[src/rtl/vga_if.sv]
// Bundle of the VGA generator's renderer handshake and monitor-facing outputs.
// The generator drives timing and color; the renderer supplies pixel_color.
interface vga_if;
  logic [11:0] pixel_color;
  logic [9:0]  curr_pix_x;
  logic [9:0]  curr_pix_y;
  logic        video_on;
  logic        pixel_tick;
  logic        frame_start;
  logic        hsync;
  logic        vsync;
  logic [3:0]  vga_red;
  logic [3:0]  vga_green;
  logic [3:0]  vga_blue;

  modport master (
    input  pixel_color,
    output curr_pix_x, curr_pix_y, video_on, pixel_tick, frame_start,
    output hsync, vsync, vga_red, vga_green, vga_blue
  );

  modport slave (
    output pixel_color,
    input  curr_pix_x, curr_pix_y, video_on, pixel_tick, frame_start,
    input  hsync, vsync, vga_red, vga_green, vga_blue
  );
endinterface

[src/rtl/vga_timing_gen.sv]
// VGA raster timing: pixel-rate divider, h/v position counters, registered
// active-low syncs, blanked RGB and a one-clock frame_start after each wrap.
module vga_timing_gen #(
  parameter int CLK_DIV   = 4,
  parameter int H_VISIBLE = 640,
  parameter int H_FP      = 16,
  parameter int H_SYNC    = 96,
  parameter int H_BP      = 48,
  parameter int V_VISIBLE = 480,
  parameter int V_FP      = 10,
  parameter int V_SYNC    = 2,
  parameter int V_BP      = 33
) (
  input  logic  clk,
  input  logic  rst,
  vga_if.master vga
);

  localparam int DW = (CLK_DIV > 1) ? $clog2(CLK_DIV) : 1;
  localparam logic [DW-1:0] DIV_LAST = DW'(CLK_DIV - 1);

  localparam logic [9:0] H_VIS      = 10'(H_VISIBLE);
  localparam logic [9:0] H_SYNC_BEG = 10'(H_VISIBLE + H_FP);
  localparam logic [9:0] H_SYNC_END = 10'(H_VISIBLE + H_FP + H_SYNC - 1);
  localparam logic [9:0] H_LAST     = 10'(H_VISIBLE + H_FP + H_SYNC + H_BP - 1);
  localparam logic [9:0] V_VIS      = 10'(V_VISIBLE);
  localparam logic [9:0] V_SYNC_BEG = 10'(V_VISIBLE + V_FP);
  localparam logic [9:0] V_SYNC_END = 10'(V_VISIBLE + V_FP + V_SYNC - 1);
  localparam logic [9:0] V_LAST     = 10'(V_VISIBLE + V_FP + V_SYNC + V_BP - 1);

  logic [DW-1:0] div;
  logic [9:0]    pix_x;
  logic [9:0]    pix_y;
  logic          tick;
  logic          h_wrap;
  logic          v_wrap;
  logic          active;
  logic          hs_active;
  logic          vs_active;
  logic          hsync_q;
  logic          vsync_q;
  logic [3:0]    red_q;
  logic [3:0]    green_q;
  logic [3:0]    blue_q;
  logic          frame_start_q;

  // tick is gated by rst so a reset arriving on a tick cycle suppresses it
  always_comb begin
    tick      = !rst && (div == DIV_LAST);
    h_wrap    = (pix_x == H_LAST);
    v_wrap    = (pix_y == V_LAST);
    active    = (pix_x < H_VIS) && (pix_y < V_VIS);
    hs_active = (pix_x >= H_SYNC_BEG) && (pix_x <= H_SYNC_END);
    vs_active = (pix_y >= V_SYNC_BEG) && (pix_y <= V_SYNC_END);
  end

  always_ff @(posedge clk) begin
    if (rst) begin
      div           <= '0;
      pix_x         <= '0;
      pix_y         <= '0;
      hsync_q       <= 1'b1;
      vsync_q       <= 1'b1;
      red_q         <= 4'h0;
      green_q       <= 4'h0;
      blue_q        <= 4'h0;
      frame_start_q <= 1'b0;
    end else begin
      div <= (div == DIV_LAST) ? '0 : div + 1'b1;
      if (tick) begin
        pix_x <= h_wrap ? 10'd0 : pix_x + 10'd1;
        if (h_wrap)
          pix_y <= v_wrap ? 10'd0 : pix_y + 10'd1;
      end
      hsync_q       <= !hs_active;
      vsync_q       <= !vs_active;
      red_q         <= active ? vga.pixel_color[11:8] : 4'h0;
      green_q       <= active ? vga.pixel_color[7:4]  : 4'h0;
      blue_q        <= active ? vga.pixel_color[3:0]  : 4'h0;
      frame_start_q <= tick && h_wrap && v_wrap;
    end
  end

  assign vga.curr_pix_x  = pix_x;
  assign vga.curr_pix_y  = pix_y;
  assign vga.video_on    = active;
  assign vga.pixel_tick  = tick;
  assign vga.frame_start = frame_start_q;
  assign vga.hsync       = hsync_q;
  assign vga.vsync       = vsync_q;
  assign vga.vga_red     = red_q;
  assign vga.vga_green   = green_q;
  assign vga.vga_blue    = blue_q;

endmodule

[src/flat_wrapper.sv]
// flat-port wrapper written by rule: the top's interface ports become plain ports
module vga_timing_gen_flat 
#(
  parameter int CLK_DIV   = 4,
  parameter int H_VISIBLE = 640,
  parameter int H_FP      = 16,
  parameter int H_SYNC    = 96,
  parameter int H_BP      = 48,
  parameter int V_VISIBLE = 480,
  parameter int V_FP      = 10,
  parameter int V_SYNC    = 2,
  parameter int V_BP      = 33
)
  (clk, rst, vga_pixel_color, vga_curr_pix_x, vga_curr_pix_y, vga_video_on, vga_pixel_tick, vga_frame_start, vga_hsync, vga_vsync, vga_vga_red, vga_vga_green, vga_vga_blue);
  vga_if vga_i ();
  input  logic clk;
  input  logic rst;
  input wire logic [$bits(vga_i.pixel_color)-1:0] vga_pixel_color;
  output wire logic [$bits(vga_i.curr_pix_x)-1:0] vga_curr_pix_x;
  output wire logic [$bits(vga_i.curr_pix_y)-1:0] vga_curr_pix_y;
  output wire logic [$bits(vga_i.video_on)-1:0] vga_video_on;
  output wire logic [$bits(vga_i.pixel_tick)-1:0] vga_pixel_tick;
  output wire logic [$bits(vga_i.frame_start)-1:0] vga_frame_start;
  output wire logic [$bits(vga_i.hsync)-1:0] vga_hsync;
  output wire logic [$bits(vga_i.vsync)-1:0] vga_vsync;
  output wire logic [$bits(vga_i.vga_red)-1:0] vga_vga_red;
  output wire logic [$bits(vga_i.vga_green)-1:0] vga_vga_green;
  output wire logic [$bits(vga_i.vga_blue)-1:0] vga_vga_blue;
  assign vga_i.pixel_color = vga_pixel_color;
  assign vga_curr_pix_x = vga_i.curr_pix_x;
  assign vga_curr_pix_y = vga_i.curr_pix_y;
  assign vga_video_on = vga_i.video_on;
  assign vga_pixel_tick = vga_i.pixel_tick;
  assign vga_frame_start = vga_i.frame_start;
  assign vga_hsync = vga_i.hsync;
  assign vga_vsync = vga_i.vsync;
  assign vga_vga_red = vga_i.vga_red;
  assign vga_vga_green = vga_i.vga_green;
  assign vga_vga_blue = vga_i.vga_blue;
  vga_timing_gen #(.CLK_DIV(CLK_DIV), .H_VISIBLE(H_VISIBLE), .H_FP(H_FP), .H_SYNC(H_SYNC), .H_BP(H_BP), .V_VISIBLE(V_VISIBLE), .V_FP(V_FP), .V_SYNC(V_SYNC), .V_BP(V_BP)) u_core (.clk(clk), .rst(rst), .vga(vga_i));
endmodule
[config.mk]
export PLATFORM = sky130hd
export DESIGN_NAME = vga_timing_gen_flat
export DESIGN_NICKNAME = d
export VERILOG_FILES = /design/src/rtl/vga_if.sv /design/src/rtl/vga_timing_gen.sv /design/src/flat_wrapper.sv
export SDC_FILE = /design/constraint.sdc
export NUM_CORES = 1
export LEC_CHECK = 0
export CAP_MARGIN = 10
export CORE_ASPECT_RATIO = 0.8
export CORE_MARGIN = 3
export CORE_UTILIZATION = 25
export DETAILED_ROUTE_END_ITERATION = 7
export RECOVER_POWER = 25
export SLEW_MARGIN = 10
export SYNTH_ARGS = -nofsm -noshare
export SYNTH_HDL_FRONTEND = slang
export SYNTH_SLANG_ARGS = --single-unit
[constraint.sdc]
create_clock -name clk -period 2 [get_ports clk]
set_input_delay 0.3 -clock clk [delete_from_list [all_inputs] [get_ports clk]]
set_output_delay 0.3 -clock clk [all_outputs]
set_load 0.05 [all_outputs]
[After elaboration in Yosys (flattened, before gate mapping)]
Index checks and enable logic that the tools add are counted.
Word-level totals
  flip-flop bits (word level): 37
  bits of input ports: 14
  output and inout port bits: 37
Cells by class
  add/sub/neg operators: 3
  $lt $le $gt $ge: 6
  equal/unequal tests: 3
  muxes and demuxes: 2
  bitwise logic cells: 1
  reductions and logical operators: 12
Operators with widths (count)
  adder 10 x 1 -> 10 bit (second input constant): 2
  == test 10 bit (second input constant): 2
  two-way mux 10 bit: 2
  greater-or-equal comparator 10 bit (second input constant): 1
  greater-or-equal comparator 10 x 9 -> 1 bit (second input constant): 1
  less-or-equal comparator 10 bit (second input constant): 1
  less-or-equal comparator 10 x 9 -> 1 bit (second input constant): 1
  less-than comparator 10 bit (second input constant): 1
  less-than comparator 10 x 9 -> 1 bit (second input constant): 1
  logical AND 1 bit: 6
  OR reduction 2 bit: 2
  logical NOT 1 bit: 3
  adder 2 x 1 -> 2 bit (second input constant): 1
  == test 2 bit (second input constant): 1
  AND reduction 2 bit: 1
  inverter 1 bit: 1

[Longest topological paths before layout]
  word-level depth: 4
  mapped depth: 7

[Worst setup path after synthesis]
No wires, ideal clock.
  kind: register to register
  start: register u_core.pix_x[1], in the netlist u_core.vga.curr_pix_x[1]
  end: register u_core.pix_y[2], in the netlist u_core.vga.curr_pix_y[2]
  library setup time: 0.070 ns
  arrival: 2.029 ns
  required time: 1.930 ns
  slack: -0.099 ns
  stages on the path, launching flop included: 8
  period minus slack after synthesis: 2.099 ns
  cell sequence: dfxtp_1 -> ha_1 -> and4_1 -> buf_2 -> nand4_2 -> buf_2 -> or3_1 -> a21oi_1
Between the ends
  cells in the longest elaborated chain, start to end: 2
RTL lines
  start, declared: line vga_timing_gen.sv:32  | logic [9:0] pix_x;
  start signal, assigned: line vga_timing_gen.sv:71  | pix_x <= h_wrap ? 10'd0 : pix_x + 10'd1;
  == test 10 bit: line vga_timing_gen.sv:50  | h_wrap = (pix_x == H_LAST);
  AND reduction 2 bit (no source line)
  end signal, assigned: line vga_timing_gen.sv:73  | pix_y <= v_wrap ? 10'd0 : pix_y + 10'd1;
  end, declared: line vga_timing_gen.sv:33  | logic [9:0] pix_y;
No other way between the ends.
A chain may end at the register's enable or synchronous reset.

[Worst setup path in the final report]
  start: register u_core.pix_y[2], in the netlist u_core.vga.curr_pix_y[2]
  end: output vga_curr_pix_y[2]
RTL lines
  end, declared: line flat_wrapper.sv:20  | output wire logic [$bits(vga_i.curr_pix_y)-1:0] vga_curr_pix_y;
No word-level cell between the ends.

==> impl_metrics.py <==
metrics = {
    "outcome": {
        "outcome": "completed",
    },
    "clocking": {
        "clkSlewWorstSetupHoldPaths_ns": 0.07,
        "h-tree-depth": 2,
        "clkSinkCount": 37,
        "ctsRootBufferMaster": "clkbuf_8",
        "cts-buffers-inserted": 5,
        "cts_buffer_depth": 2,
        "holdBufCountCts": 0,
        "cts_tree": "built",
        "worstSkewPairLatency_ns": 0.30,
    },
    "floorplanning": {
        "dieArea_um2": 7140,
        "core_area_um2": 5710,
        "die_h_um": 76.2,
        "die_x_um": 93.7,
        "row_count": 24,
        "ioPinCount": 51,
        "start_util": 0.270,
    },
    "worst_hold_path": {
        "hp-class": "reg2reg",
        "min_from": "u_core.div[0]",
    },
    "global_route": {
        "grt_usage": 0.105,
        "antenna_found_initial": 0,
        "grt_pass1_vias": 1274,
        "grt-ovfl-total": 0,
        "grt_first_pass_wirelength_mm": 6.00,
        "grt_max_degree": 14,
    },
    "route": {
        "dr.pass1.iters": 4,
        "drtIter0Drc": 60,
        "wire_per_inst_um": 12.2,
        "vias": 1396,
        "postRouteAntennaNets": 0,
        "vias_per_cell": 4.47,
        "route.detailed.drc": 0,
        "postRouteWirelength_mm": 3.80,
    },
    "synth": {
        "yosysSeqAreaShare": 0.481,
        "yosys.area.top_type": "dfxtp_1",
        "synth.area.top_cells": "dfxtp_1 (48%), and2_1 (4.9%), ha_1 (4.1%)",
        "synth_async_sr_flop_share": 0,
        "synth_edf_count": 0,
        "synth_area_um2": 1540,
        "ys_warn_count": 0,
        "synthFlopType": "dfxtp_1",
        "synthesis.nets": 184,
        "syn_inst": 165,
        "ys_ff_latch": 37,
        "ys_types": 32,
        "yosysTopAreaCellShare": 0.481,
        "synth_most_common_cell": "dfxtp_1",
        "synth_common_cells": "dfxtp_1 (37), and2_1 (12), a21oi_1 (11)",
        "avgSynthCellArea_um2": 9.33,
    },
    "setup_path": {
        "crit_family": "buffers and inverters",
        "critPathBufInv": 1,
        "critPathKind": "reg2out",
        "critPathLaunchType": "flop",
        "r2r-start": "u_core.vga.curr_pix_x[0]",
        "critPathMaxFanout": 9,
        "max_stage_delay_ns": 0.86,
        "cp-end-kind": "output pin",
        "cp-startpoint": "u_core.vga.curr_pix_y[2]",
        "cp_data_arrival_time_ns": 1.62,
        "required_ns": 1.70,
        "crit_chain": "clkdlybuf4s50_1",
        "worst_path_max_delay_cell": "clkdlybuf4s50_1",
    },
    "pwr": {
        "power_leakage_nw": 0.861,
        "ir_worst_vdd_mv": 0.291,
        "finalPower_mw": 1.71,
        "power_density_nw_per_um2": 724,
    },
    "sta": {
        "worstMarginPinSlew_ns": 0.601,
        "slew_viol_final": 0,
        "post-route-period-util": 0.959,
        "hold_violations": 0,
        "setup_violations": 0,
        "finClkSkew_ns": 0.00879,
        "fin_ws_ns": 0.0815,
        "slew_headroom": 0.601,
        "period_minus_slack_ns": 1.92,
        "rsz0062_at_grt": "no",
        "max_freq_mhz": 521,
    },
    "cells_and_area": {
        "drive_above_1_share": 0.137,
        "fin_nets": 252,
        "insertedDiodeCount": 0,
        "stdcell_count": 312,
        "syn_to_final_growth_pct": 53.5,
    },
    "placement": {
        "io_buffer_count": 50,
        "dp_hpwl_mm": 2.83,
        "place_ws_ns": -0.0241,
        "routabilityCongestion": 0.776,
        "dp.cells": 304,
    },
    "flow_run": {
        "cap_viol_max_count": 0,
    },
}
[layout by cell type (no fill, tap or decap), drive strengths merged, types with 2 or more instances in the layout]
cell / instances
dfxtp: 37
and2: 12
and4: 2
nand2b: 3
bufinv: 2
nand2: 9
or3: 9
nand3: 9
xor2: 4
or4: 4
clkdlybuf4s50: 43
inv: 8
nor3: 3
clkbuf: 13
a21oi: 11
nor4: 2
o21ai: 10
nand4: 8
nor2: 10
xnor2: 4
buf: 15
ha: 5
[cell type report]
class / instances / area [um2]
Clock buffer: 5 / 68.8
Inverter: 7 / 26.3
Multi-Input combinational cell: 115 / 746
Fill cell: 567 / 3340
Clock inverter: 3 / 68.8
Timing Repair Buffer: 67 / 612
Sequential cell: 37 / 743
Tap cell: 78 / 97.6
[routing by layer]
layer | vias up | GRT usage | routed length [um]
li1 | 716 | - | -
met1 | 637 | 0.143 | 1920
met2 | 39 | 0.150 | 1610
met3 | 4 | 0.0434 | 226
met4 | 0 | 0.0303 | 40
met5 | - | 0 | 0
[kinds of logic (layout without fill, tap and decap cells)]
kind of cell | count (synthesis) | after routing | synth area share
buffers and inverters | 13 | 82 | 0.0382
DFF | 37 | 37 | 0.481
adders and majority gates | 5 | 5 | 0.0407
xor gates and xnor gates | 8 | 8 | 0.0455
and+or+nand+nor | 78 | 78 | 0.307
AOI/OAI and AO/OA | 24 | 24 | 0.0870
[metrics by stage]
step                utilization  hold slack, ns  TNS (ns)  area (um2)
detailed placement        0.393           0.416    -0.158        2240
CTS                       0.418           0.428         0        2380
floorplan                     -           0.398         0        1540
finish                    0.414           0.423         0        2360
global placement          0.393           0.410         0        2240
global route              0.414           0.447         0        2360
[flip-flops by register name, indices dropped and copies added, names as in the netlist]
signal                  flops
u_core.vga.vga_red          4
u_core.vga.hsync            1
u_core.vga.vga_green        4
u_core.vga.vga_blue         4
u_core.vga.vsync            1
u_core.vga.curr_pix_x      10
u_core.vga.curr_pix_y      10
u_core.vga.frame_start      1
u_core.div                  2
[report_power, final]
group / switching [mW] / internal [mW] / total, mW / leakage [nW]
clock: 0.290 / 0.502 / 0.792 / 0.0687
combinational: 0.0869 / 0.0690 / 0.156 / 0.490
sequential: 0.00682 / 0.756 / 0.763 / 0.303
total: 0.384 / 1.33 / 1.71 / 0.861
[final timing paths]
| path | slack, ns | to | cells after the start |
|---|---|---|---|
| max reg2reg | 0.14 | u_core.vga.curr_pix_y[4] | 7 |
| min | 0.42 | u_core.div[0] | 1 |
| max | 0.08 | vga_curr_pix_y[2] | 1 |
| min reg2reg | 0.42 | u_core.div[0] | 1 |
[what timing repair did]
item	CTS	global route
setup endpoints to repair	0	9
setup buffers	0	0
resized for setup	0	2
Power figures use the tool's default switching activity.
==> RTL edit 1 (same flow settings) <==
`CLK_DIV` is set to 4 in 2 places; all go to 16.
--- a/src/rtl/vga_timing_gen.sv
+++ b/src/rtl/vga_timing_gen.sv
@@ -2,5 +2,5 @@
 // active-low syncs, blanked RGB and a one-clock frame_start after each wrap.
 module vga_timing_gen #(
-  parameter int CLK_DIV   = 4,
+  parameter int CLK_DIV   = 16,
   parameter int H_VISIBLE = 640,
   parameter int H_FP      = 16,
--- a/src/flat_wrapper.sv
+++ b/src/flat_wrapper.sv
@@ -2,5 +2,5 @@
 module vga_timing_gen_flat 
 #(
-  parameter int CLK_DIV   = 4,
+  parameter int CLK_DIV   = 16,
   parameter int H_VISIBLE = 640,
   parameter int H_FP      = 16,
Formal check against the unedited RTL: not equivalent (Yosys sat finds a counterexample within 4 cycles, from zero or initial values and one cycle with rst high).
==> RTL edit 1 against the original RTL <==
Area after synthesis up 11%. Synthesized cell count up 7.9%. Worst setup slack worse by 0.0016 ns. Routed wire length up 20%. Sequential power up 5.1%. Largest power group is now registers. Sequential cell count up 2. Highest routed layer unchanged. Cell area up 5.7%. Total power down 11%. Core utilization down 3.0 points. First-iteration DRC count up 5.0%.
==> RTL edit 1: results <==
{
  "r2r_end": "u_core.vga.curr_pix_y[6]$_SDFFE_PP0P_",
  "nClkBuffers": 8,
  "clkCellAreaFrac": 0.04008,
  "met2_length_mm": 2.037,
  "vias_per_cell": 4.617,
  "grt_max_degree": 17,
  "leakage_nw": 0.9100,
  "n_all_inverters": 8,
  "global_route.usage.met1": 0.1760,
  "post_drt_wl_per_cell_um": 13.91,
  "place_area_um2": 2382,
  "ir_worst_vdd_mv": 0.2597,
  "buffer_area_frac": 0.2465,
  "slew_headroom": 0.5663,
  "grtUsageMet3": 0.03559,
  "syn-num-nets": 197,
  "wl_met1_mm": 2.322,
  "crit_path_max_fanout": 6,
  "multi_input_area_share": 0.3447,
  "grt_pass1_vias": 1436,
  "dp_cells": 319,
  "status": "finished clean",
  "fin_nets": 263,
  "yosysSeqAreaShare": 0.4551,
  "synth_common_cells": "39 x dfxtp_1, 14 x and2_1, 12 x nand2_1",
  "reg2reg_from": "u_core.vga.curr_pix_y[1]$_SDFFE_PP0P_",
  "signal_buffers": 64,
  "num-fill-cells": 654,
  "hpwl_mm": 3.389,
  "fin_hold_ws_ns": 0.4589,
  "netlist_top_cells_area": "dfxtp_1 46%, and2_1 5.1%, nand4_1 4.0%",
  "grt_first_pass_wirelength_mm": 7.500,
  "grt_util_met2": 0.1673,
  "seq-cell-share": 0.3126,
  "vias": 1519
}
## RTL edit 1: cell count changes after synthesis, sizes merged, moves of 3 or more
| cell | unedited run | this run |
|---|---|---|
| nor3 | 3 | 9 |
| o31ai | 1 | 8 |
| or3 | 9 | 2 |
| nand2 | 9 | 13 |
| nand2b | 3 | 0 |
| nand4 | 8 | 11 |
| and3 | 1 | 4 |
| or4 | 4 | 8 |
| o21ai | 10 | 5 |
## RTL edit 1: how the worst max path moves through the flow
| stage | from | endpoint | slack [ns] | cells after the start |
|---|---|---|---|---|
| CTS | u_core.vga.curr_pix_x[7]$_SDFFE_PP0N_ | vga_curr_pix_x[7] | 0.03 | 1 |
| floorplan | u_core.vga.curr_pix_x[8]$_SDFFE_PP0N_ | u_core.vga.curr_pix_y[4]$_SDFFE_PP0P_ | 0.1 | 4 |
| global placement | rst | u_core.vga.curr_pix_y[5]$_SDFFE_PP0P_ | 0.07 | 6 |
| finish | u_core.vga.curr_pix_x[2]$_SDFFE_PP0N_ | vga_curr_pix_x[2] | 0.08 | 1 |
| detailed placement | rst | u_core.vga.curr_pix_y[4]$_SDFFE_PP0P_ | 0.007 | 6 |
| global route | u_core.vga.curr_pix_x[2]$_SDFFE_PP0N_ | vga_curr_pix_x[2] | 0.004 | 1 |
## RTL edit 1: cell families after synthesis
| kind of cell | after synthesis | share of synthesized area |
|---|---|---|
| simple gates | 86 | 0.3144 |
| flops | 39 | 0.4551 |
| compound gates | 24 | 0.09263 |
| buf+inv | 13 | 0.04450 |
| xor+xnor | 10 | 0.05106 |
| fa+ha+maj | 5 | 0.03647 |
| mux | 1 | 0.005835 |
## RTL edit 1: power breakdown
part	switching (mW)	leakage, nW	internal [mW]
Combinational	0.0750	0.540	0.0607
Clock	0.269	0.0515	0.315
Sequential	0.00816	0.318	0.794
==> RTL edit 2 (config.mk and constraints unchanged) <==
Without the edit above. Make the reset (`rst`) asynchronous in one clocked block.
--- a/src/rtl/vga_timing_gen.sv
+++ b/src/rtl/vga_timing_gen.sv
@@ -55,5 +55,5 @@
   end
 
-  always_ff @(posedge clk) begin
+  always_ff @(posedge clk or posedge rst) begin
     if (rst) begin
       div           <= '0;
Check against the original RTL: differs if rst is asserted again (counterexample within 4 cycles, from zero or initial values and one cycle with rst high); with rst held inactive, the same outputs for 10 cycles.
==> RTL edit 2 against the original RTL <==
Area after synthesis is 7.9% higher. Worst setup slack better by 0.0093 ns. Critical path depth did not move. Non-clock buffer count decreased by 12. Core utilization down 2.3 points. Cell count decreased by 7.7%. Via count fell by 8.4%. Routed wire length is 4.3% higher. Cell area up 2.1%. Sequential cell count unchanged. Critical path type unchanged. Largest cell class is now registers.
Power is not compared: it rests on default switching activity, and its combinational part moved more than twofold at a synthesized area within 25%.
==> RTL edit 2: results <==
{
  "grt_pass1_vias": 1273,
  "worstSkewPairLatency_ns": 0.28,
  "post_drt_wl_per_cell_um": 13.76,
  "async_flop_share": 1.000,
  "synth-compound-area-share": 0.04069,
  "grt_util_all_layers": 0.1095,
  "multi_input_cells": 98,
  "syn-num-nets": 167,
  "dp_cells": 277,
  "synthMuxAreaShare": 0.01809,
  "yosysSeqAreaShare": 0.5592,
  "synth_top_area_frac": 0.5275,
  "ys_types": 35,
  "n_all_inverters": 9,
  "tightest_slew_ns": 0.9479,
  "post_cts_buffers": 0,
  "multi_input_area_um2": 680.7,
  "num-fill-cells": 608,
  "vias_per_cell": 4.441,
  "synth_fa_ha_area_frac": 0.04521,
  "nClkBuffers": 6,
  "status": "finished clean",
  "synthXorXnorAreaFrac": 0.05803,
  "grt_first_pass_wirelength_mm": 6.720,
  "final-seq-area_um2": 928.4,
  "gp_congestion": 0.7271,
  "drive_gt1_frac": 0.1498,
  "grt_max_degree": 38,
  "crit_path_max_fanout": 6,
  "totalWireLength_mm": 3.963,
  "buffer_area_frac": 0.2211,
  "synth_common_cells": "35 x dfrtp_1, 12 x and2_1, 11 x nand2_1",
  "clkCellAreaFrac": 0.04982,
  "netlist_top_cells_area": "dfrtp_1 53%, and2_1 4.5%, ha_1 4.5%",
  "crit_family": "buffers and inverters"
}
RTL edit 2: final timing paths:
kind	startpoint	to	slack (ns)	cells after the start
setup / recovery	u_core.vga.curr_pix_x[8]$_DFFE_PP0N_	vga_curr_pix_x[8]	0.09	1
setup reg to reg	u_core.vga.curr_pix_y[0]$_DFFE_PP0P_	u_core.vga.curr_pix_y[2]$_DFFE_PP0P_	0.26	6
hold / removal	u_core.div[0]$_DFF_PP0_	u_core.div[0]$_DFF_PP0_	0.42	1
min in group asynchronous	rst	u_core.vga.vga_blue[0]$_DFF_PP0_	0.88	3
hold reg to reg	u_core.div[0]$_DFF_PP0_	u_core.div[0]$_DFF_PP0_	0.42	1
max in group asynchronous	rst	u_core.vga.curr_pix_y[0]$_DFFE_PP0P_	0.53	3
RTL edit 2: power groups by stage:
stage / combinational, mW / clock [mW] / sequential, mW
global route: 0.424 / 0.739 / 0.867
floorplan: 0.100 / 0 / 1.02
global placement: 0.408 / 0 / 0.867
CTS: 0.410 / 0.704 / 0.854
detailed placement: 0.409 / 0 / 0.868
finish: 0.401 / 0.677 / 0.854
RTL edit 2: per-layer routing:
layer / share of wire / vias up / GRT usage
met5: 0 / - / 0
met3: 0.085 / 2 / 0.04653
li1: - / 621 / -
met1: 0.49 / 618 / 0.1515
met2: 0.42 / 38 / 0.1584
met4: 0.0043 / 0 / 0.02525
RTL edit 2: per-stage QoR:
stage	power, mW	instance area, µm²	hold slack (ns)	setup slack (ns)	util
4_1_cts	1.968	2391	0.4265	0.05330	0.3880
3_3_place_gp	1.275	2271	0.4132	0.2336	0.3685
5_1_grt	2.030	2411	0.4564	0.02616	0.3913
6_report	1.932	2411	0.4221	0.09087	0.3913
3_5_place_dp	1.277	2271	0.4156	0.1718	0.3685
2_1_floorplan	1.122	1687	0.2752	0.02517	-
